### config.mk
export PLATFORM = sky130hd
export DESIGN_NAME = cmd_cfg_mc
export DESIGN_NICKNAME = d
export VERILOG_FILES = /design/src/rtl/cmd_cfg_mc.sv
export SDC_FILE = /design/constraint.sdc
export NUM_CORES = 1
export LEC_CHECK = 0
export CAP_MARGIN = 20
export CORE_MARGIN = 5
export CORE_UTILIZATION = 40
export DETAILED_ROUTE_END_ITERATION = 8
export GPL_TIMING_DRIVEN = 0
export PLACE_DENSITY = 0.68
export SYNTH_ARGS = -nofsm -noshare
export SYNTH_HDL_FRONTEND = slang
export SYNTH_SLANG_ARGS = --single-unit
### constraint.sdc
create_clock -name clk_i -period 3.33 [get_ports clk_i]
set_input_delay 0.666 -clock clk_i [delete_from_list [all_inputs] [get_ports clk_i]]
set_output_delay 0.666 -clock clk_i [all_outputs]
set_load 0.02 [all_outputs]
### src/rtl/cmd_cfg_mc.sv
// Quadcopter command configurator: decodes UART opcodes into attitude/thrust setpoints and sequences inertial calibration.
// Also provides a calibration timeout, negative acknowledge, a thrust ceiling, a link watchdog and a ramped landing.
module cmd_cfg_mc #(
    parameter bit FAST_SIM  = 1'b1,
    parameter int DATA_W    = 16,
    parameter int THRST_W   = 9,
    parameter int THRST_MAX = 400,
    parameter int CAL_TO_W  = 12,
    parameter int WDOG_W    = 20,
    parameter int RAMP_W    = 8
) (
    input  logic                     clk_i,
    input  logic                     rst_i,
    input  logic                     cmd_rdy_i,
    input  logic [7:0]               cmd_i,
    input  logic [DATA_W-1:0]        data_i,
    input  logic                     cal_done_i,
    output logic                     clr_cmd_rdy_o,
    output logic [7:0]               resp_o,
    output logic                     send_resp_o,
    output logic signed [DATA_W-1:0] d_ptch_o,
    output logic signed [DATA_W-1:0] d_roll_o,
    output logic signed [DATA_W-1:0] d_yaw_o,
    output logic [THRST_W-1:0]       thrst_o,
    output logic                     strt_cal_o,
    output logic                     inertial_cal_o,
    output logic                     motors_off_o,
    output logic                     landing_o,
    output logic                     wdog_trip_o
);
    localparam logic [7:0] OP_PTCH  = 8'h02;
    localparam logic [7:0] OP_ROLL  = 8'h03;
    localparam logic [7:0] OP_YAW   = 8'h04;
    localparam logic [7:0] OP_THRST = 8'h05;
    localparam logic [7:0] OP_CAL   = 8'h06;
    localparam logic [7:0] OP_LAND  = 8'h07;
    localparam logic [7:0] OP_OFF   = 8'h08;
    localparam logic [7:0] POS_ACK  = 8'hA5;
    localparam logic [7:0] NEG_ACK  = 8'hEE;
    localparam int         TMR_W    = 25;
    localparam logic [THRST_W-1:0] THRST_CEIL = THRST_W'(THRST_MAX);

    typedef enum logic [1:0] {IDLE, WAIT, CAL, ACK} state_t;

    state_t                   state_q, state_d;
    logic [TMR_W-1:0]         tmr_q, tmr_d;
    logic [WDOG_W-1:0]        wdog_q, wdog_d;
    logic [RAMP_W-1:0]        ramp_q, ramp_d;
    logic signed [DATA_W-1:0] ptch_q, ptch_d, roll_q, roll_d, yaw_q, yaw_d;
    logic [THRST_W-1:0]       thrst_q, thrst_d, data_thrst;
    logic [7:0]               resp_q, resp_d;
    logic                     motors_off_q, motors_off_d;
    logic                     landing_q, landing_d;
    logic                     wdog_trip_q, wdog_trip_d;
    logic                     accept, wait_done, cal_to, wdog_run, wdog_exp;

    assign wait_done  = FAST_SIM ? (&tmr_q[8:0]) : (&tmr_q);
    assign cal_to     = &tmr_q[CAL_TO_W-1:0];
    assign accept     = (state_q == IDLE) && cmd_rdy_i;
    assign wdog_run   = (state_q == IDLE) && !motors_off_q;
    assign wdog_exp   = wdog_run && (&wdog_q);
    assign data_thrst = data_i[THRST_W-1:0];

    always_ff @(posedge clk_i or posedge rst_i) begin
        if (rst_i) begin
            state_q <= IDLE;
        end else begin
            state_q <= state_d;
        end
    end

    always_comb begin
        state_d = state_q;
        case (state_q)
            IDLE:    if (cmd_rdy_i) state_d = (cmd_i == OP_CAL) ? WAIT : ACK;
            WAIT:    if (wait_done) state_d = CAL;
            CAL:     if (cal_done_i || cal_to) state_d = ACK;
            ACK:     state_d = IDLE;
            default: state_d = IDLE;
        endcase
    end

    always_comb begin
        clr_cmd_rdy_o  = 1'b0;
        strt_cal_o     = 1'b0;
        inertial_cal_o = 1'b0;
        send_resp_o    = 1'b0;
        case (state_q)
            IDLE: clr_cmd_rdy_o = cmd_rdy_i;
            WAIT: begin
                inertial_cal_o = 1'b1;
                strt_cal_o     = wait_done;
            end
            CAL:  inertial_cal_o = 1'b1;
            ACK:  send_resp_o = 1'b1;
            default: ;
        endcase
    end

    always_comb begin
        tmr_d        = '0;
        wdog_d       = wdog_q;
        ramp_d       = '0;
        ptch_d       = ptch_q;
        roll_d       = roll_q;
        yaw_d        = yaw_q;
        thrst_d      = thrst_q;
        resp_d       = resp_q;
        motors_off_d = motors_off_q;
        landing_d    = landing_q;
        wdog_trip_d  = wdog_trip_q;

        // One timer serves both the WAIT delay and the CAL timeout; it restarts on entry to CAL.
        if ((state_q == WAIT && !wait_done) || state_q == CAL) tmr_d = tmr_q + 1'b1;
        if (wdog_run) wdog_d = wdog_q + 1'b1;

        if (landing_q) begin
            if (thrst_q == '0) begin
                landing_d = 1'b0;
            end else begin
                ramp_d = ramp_q + 1'b1;
                if (&ramp_q) thrst_d = thrst_q - 1'b1;
            end
        end

        if (state_q == CAL) begin
            if (cal_done_i) begin
                resp_d = POS_ACK;
            end else if (cal_to) begin
                resp_d       = NEG_ACK;
                motors_off_d = 1'b1;
            end
        end

        // A command arriving on the expiry cycle takes priority over the watchdog.
        if (accept) begin
            wdog_d      = '0;
            wdog_trip_d = 1'b0;
            if (cmd_i != OP_CAL) resp_d = POS_ACK;
            case (cmd_i)
                OP_PTCH:  ptch_d = data_i;
                OP_ROLL:  roll_d = data_i;
                OP_YAW:   yaw_d  = data_i;
                OP_THRST: begin
                    thrst_d   = (data_thrst > THRST_CEIL) ? THRST_CEIL : data_thrst;
                    landing_d = 1'b0;
                end
                OP_CAL:   motors_off_d = 1'b0;
                OP_LAND:  begin
                    ptch_d    = '0;
                    roll_d    = '0;
                    yaw_d     = '0;
                    landing_d = 1'b1;
                end
                OP_OFF:   begin
                    motors_off_d = 1'b1;
                    thrst_d      = '0;
                    landing_d    = 1'b0;
                end
                default:  resp_d = NEG_ACK;
            endcase
        end else if (wdog_exp) begin
            ptch_d      = '0;
            roll_d      = '0;
            yaw_d       = '0;
            landing_d   = 1'b1;
            wdog_trip_d = 1'b1;
        end
    end

    always_ff @(posedge clk_i or posedge rst_i) begin
        if (rst_i) begin
            tmr_q        <= '0;
            wdog_q       <= '0;
            ramp_q       <= '0;
            ptch_q       <= '0;
            roll_q       <= '0;
            yaw_q        <= '0;
            thrst_q      <= '0;
            resp_q       <= 8'h00;
            motors_off_q <= 1'b1;
            landing_q    <= 1'b0;
            wdog_trip_q  <= 1'b0;
        end else begin
            tmr_q        <= tmr_d;
            wdog_q       <= wdog_d;
            ramp_q       <= ramp_d;
            ptch_q       <= ptch_d;
            roll_q       <= roll_d;
            yaw_q        <= yaw_d;
            thrst_q      <= thrst_d;
            resp_q       <= resp_d;
            motors_off_q <= motors_off_d;
            landing_q    <= landing_d;
            wdog_trip_q  <= wdog_trip_d;
        end
    end

    assign resp_o       = resp_q;
    assign d_ptch_o     = ptch_q;
    assign d_roll_o     = roll_q;
    assign d_yaw_o      = yaw_q;
    assign thrst_o      = thrst_q;
    assign motors_off_o = motors_off_q;
    assign landing_o    = landing_q;
    assign wdog_trip_o  = wdog_trip_q;

endmodule
Word-level counts from Yosys, hierarchy flattened
Index checks and enable logic that the tools add are counted.

word-level totals
  register bits = 123

cells by class
  eq/ne operators = 17
  mux-type cells = 45
  add/sub/neg operators = 4
  reductions and logical operators = 23
  magnitude comparators = 1

operators with widths
  cell                   count
  $pmux 16 s2            3
  $mux 16                4
  $mux 8                 8
  $mux 9                 5
  $mux 20                2
  $eq 8x3->1 const B     4
  $add 25x1->25 const B  1
  $mux 25                1
  $add 20x1->20 const B  1
  $reduce_and 20->1      1
  $pmux 9 s2             1
  $eq 8x2->1 const B     2
  $mux 1                 14
  $reduce_and 12->1      1
  $gt 9x9->1 const B     1
  $logic_not 9->1        1
  $ne 3x1->1 const B     3
  $reduce_and 9->1       1
  $sub 9x1->9 const B    1
  $add 8x1->8 const B    1
  $eq 8x4->1 const B     1
  $mux 2                 4
  $ne 8x3->1 const B     1
  $pmux 2 s4             1
  14 further kinds       27

Longest topological paths before layout
  word-level depth = 7
  mapped depth = 10
  gate-level depth less buffers = 8

Worst setup path before layout
OpenSTA, ideal clock, no wires.

  kind = flip-flop to flip-flop
  start = reg state_q[0]
  end = reg roll_q[0], in the netlist d_roll_o[0]
  buffers on the path = 3
  required time = 3.203 ns
  slack = 0.930 ns
  arrival = 2.273 ns
  clock period less this slack = 2.400 ns
  cell stages (with the launch flop) = 11
  cell sequence = dfrtp_1 inv_1 ha_1 nand4b_1 nor4_4 and3_1 buf_4 a31o_2 buf_6 buf_8 mux2_1

between the ends
  word-level cells in the longest chain between the ends = 5

ends and longest elaborated chain
  item                                line    source
  start, declared                     45      state_t state_q, state_d;
  start signal, assigned              68      state_q <= state_d;
  $logic_not 2->1 *                   59, 60
  $logic_and 1x1->1                   60      assign wdog_run = (state_q == IDLE) && !motors_off_q;
  $logic_and 1x1->1                   61      assign wdog_exp = wdog_run && (&wdog_q);
  $reduce_bool 2->1 (no source line)  n/a
  $reduce_and 2->1 (no source line)   n/a
  end signal, assigned                189     roll_q <= roll_d;
  end, declared                       49      logic signed [DATA_W-1:0] ptch_q, ptch_d, roll_q, roll_d, yaw_q, yaw_d;

Mark *: on every way between the ends. The rest lies on a longest branch, timed or not.
A chain may end at the register's enable or synchronous reset.

Final worst setup path
  start = in cmd_rdy_i
  end = out clr_cmd_rdy_o

between the ends
  word-level cells in the longest chain between the ends = 1

ends and longest elaborated chain
  item             line  source
  start, declared  14    input logic cmd_rdy_i,
  $mux 1           88    case (state_q)
  end, declared    18    output logic clr_cmd_rdy_o,

No other way between the ends.

==> metrics.yaml <==
floorplanning:
  ios: 100
  die_x_um: 124
  core_area_sq_mm: 0.0127
  die_area_sq_mm: 0.0153
  initial_utilization_pct: 40.8
  die_h_um: 124
  rows: 41
sta:
  hold_viol_final: 0
  whs_ns: 0.470
  setup_violations: 0
  fin_crit_ns: 3.08
  worst_pin_slew_ns: 0.562
  min_period_over_period_pct: 92.5
  rsz0062_at_grt: "false"
  slew_viol_final: 0
  fin_skew_ns: 0.0127
  relSlewSlack_pct: 62.2
  fmax_ghz: 0.325
synth:
  synth_seq_cells: 110
  yosysSeqAreaShare_pct: 53.2
  yosys.cell_types.count: 51
  yosysWarnings: 0
  syn_area_sq_mm: 0.00517
  ys_top_cells_by_area: "dfrtp_1, mux2_2, nor2_1"
  syn_nets: 493
  synth_top_area_cell: "dfrtp_1"
  synthCells: 455
  syn_area_per_cell_sq_um: 11.4
  synth_top_area_share_pct: 52.7
placement:
  place_area_sq_mm: 0.00642
  dpl.hpwl_um: 8880
  port_buffers: 97
  gp_congestion: 0.735
clocking:
  post_cts_buffers: 0
  path_clk_slew_ns: 0.07
  cts_root_buf: "clkbuf_16"
  clockBufferDepth: 2
  htreeDepth: 3
  cts_tree: "yes"
  numCtsBuffers: 9
  cts-hold-fix-buffers: 0
  numClockSinks: 110
  clock_latency_ns: 0.37
run_status:
  status: "finished, final reports clean"
grt:
  grt_pass1_wl_um: 19700
  antenna_found_initial: 0
  grt_pass1_vias: 3952
  grt-ovfl-total: 0
  grt_start_max_net_pins: 40
  grtUsageTotal_pct: 16.7
final_layout:
  antenna_cells: 0
  area.growth.synth_to_final_pct: 30.7
  drive_above_1_share_pct: 14.4
  nets: 603
  final_area_sq_mm: 0.00676
route:
  num_vias: 3687
  wirelength_um: 11900
  first_iter_violations: 190
  drc: 0
  avgRoutedWirePerCell_um: 16.0
  first_pass_iters: 4
  via_per_inst: 4.97
  postRouteAntennaNets: 0
worst_hold_path:
  hold_path.class: "reg2reg"
power_and_ir_drop:
  p_leak_nw: 2.94
  ir_drop_mv: 0.307
  powerDensity_mw_per_mm2: 389
setup_path:
  path_max_fanout: 17
  start_kind: "input port"
  worst-endpoint-arrival_ns: 2.41
  critPathCaptureType: "output pin"
  worstPathRequired_ns: 2.66
  crit_type: "in2out"
run:
  maxCapViolCount: 0
-- stage by stage --
stage                     setup WS [ns]  util [%]  TNS (ns)  total power [mW]  cells
after floorplan                   0.930         -         0              1.39    455
after CTS                        0.0824      53.3         0              2.67    742
after global routing              0.143      53.4         0              2.73    742
after global placement          -0.0266      50.2   -0.0266              1.44    724
after detailed placement        -0.0571      50.7   -0.0571              1.45    727
final                             0.251      53.4         0              2.63    742
-- layout make-up --
class | count | area (sq um)
clock inverters | 7 | 114
inverters | 14 | 60.1
fillers | 1124 | 5910
clock buffers | 9 | 225
well taps | 172 | 215
flip-flops and latches | 110 | 2750
multi-input cells | 317 | 2290
repair buffers | 100 | 1030
plain buffers | 13 | 77.6
-- per-layer routing --
metal  track usage [%]  wire length, um  vias to the layer above
met2              26.8             5770                       83
met4              4.57              146                        0
met3              8.08             1050                       12
met5                 0                0                        -
met1              20.2             4940                     1796
li1                  -                -                     1796
-- where the power goes --
group	switching, mW	internal (mW)	total, mW
Clock	0.530	0.679	1.21
Sequential	0	1.33	1.33
Combinational	0.0462	0.0393	0.0855
-- kinds of logic after synthesis --
group           synth area share, %
mux                            12.0
simple gates                   18.4
xor+xnor                       6.09
buf+inv                        2.59
fa+ha+maj                      2.42
flops                          53.2
compound gates                 5.27
-- worst max-delay path, stage by stage --
cell and delay [ns]:
clkdlybuf4s50_1 0.49, nand2_1 0.23, clkinvlp_4 0.37, clkdlybuf4s50_1 0.65
-- sequential cells by signal, indices dropped and copies added, names as in the netlist, 8 cells and up --
register / cells
tmr_q: 12
ramp_q: 8
wdog_q: 20
d_yaw_o: 16
d_ptch_o: 16
resp_o: 8
d_roll_o: 16
thrst_o: 9
-- synthesized netlist by cell type, drive strengths merged --
cell type and number:
nand2b 1, or4 1, nor2 52, mux2i 3
and2 20, o211a 1, ha 10, nor3 9
xnor2 19, a21oi 7, mux2 50, clkbuf 6
a32o 1, nor4b 1, and4 3, a2bb2oi 1
inv 13, or3 13, clkinv 1, nand2 22
a31oi 4, buf 8, o2bb2ai 1, nor2b 10
xor2 17, a31o 1, nor3b 6, dfrtp 109
o21a 1, o21ai 18, nand4 9, nand3 17
a22o 4, nor4bb 1, nand4b 1, and3 6
o41ai 1, nor4 4, nand3b 2, dfstp 1
-- layout by cell type (no fill, tap or decap), drive strengths merged, types with 2 or more instances in the layout --
master           n
a21oi            7
a22o             4
a31oi            4
and2            20
and3             6
and4             3
buf             10
bufinv           2
clkbuf          15
clkdlybuf4s50   97
clkinvlp         2
dfrtp          109
ha              10
inv             16
mux2            50
mux2i            3
nand2           22
nand3           17
nand3b           2
nand4            9
nor2            52
nor2b           10
nor3             9
nor3b            6
nor4             4
o21ai           18
or3             13
xnor2           19
xor2            17
-- path summary, 6_finish.rpt --
kind,to,slack [ns],cells after the start,startpoint
max in group asynchronous,motors_off_o,1.81,4,rst_i
min in group asynchronous,d_roll_o[4],0.68,2,rst_i
worst max-delay path,clr_cmd_rdy_o,0.25,4,cmd_rdy_i
worst min-delay path,resp_o[5],0.47,1,resp_o[5]
worst max register to register,d_roll_o[0],0.60,10,state_q[0]
worst min register to register,resp_o[5],0.47,1,resp_o[5]
-- what timing repair did --
action | in CTS | in global routing
pin swaps | 0 | 0
resized for setup | 0 | 1
endpoints found under the hold margin | 0 | 0
endpoints found under the setup margin | 1 | 1
gates cloned | 0 | 0
(Power assumes the default switching activity.)
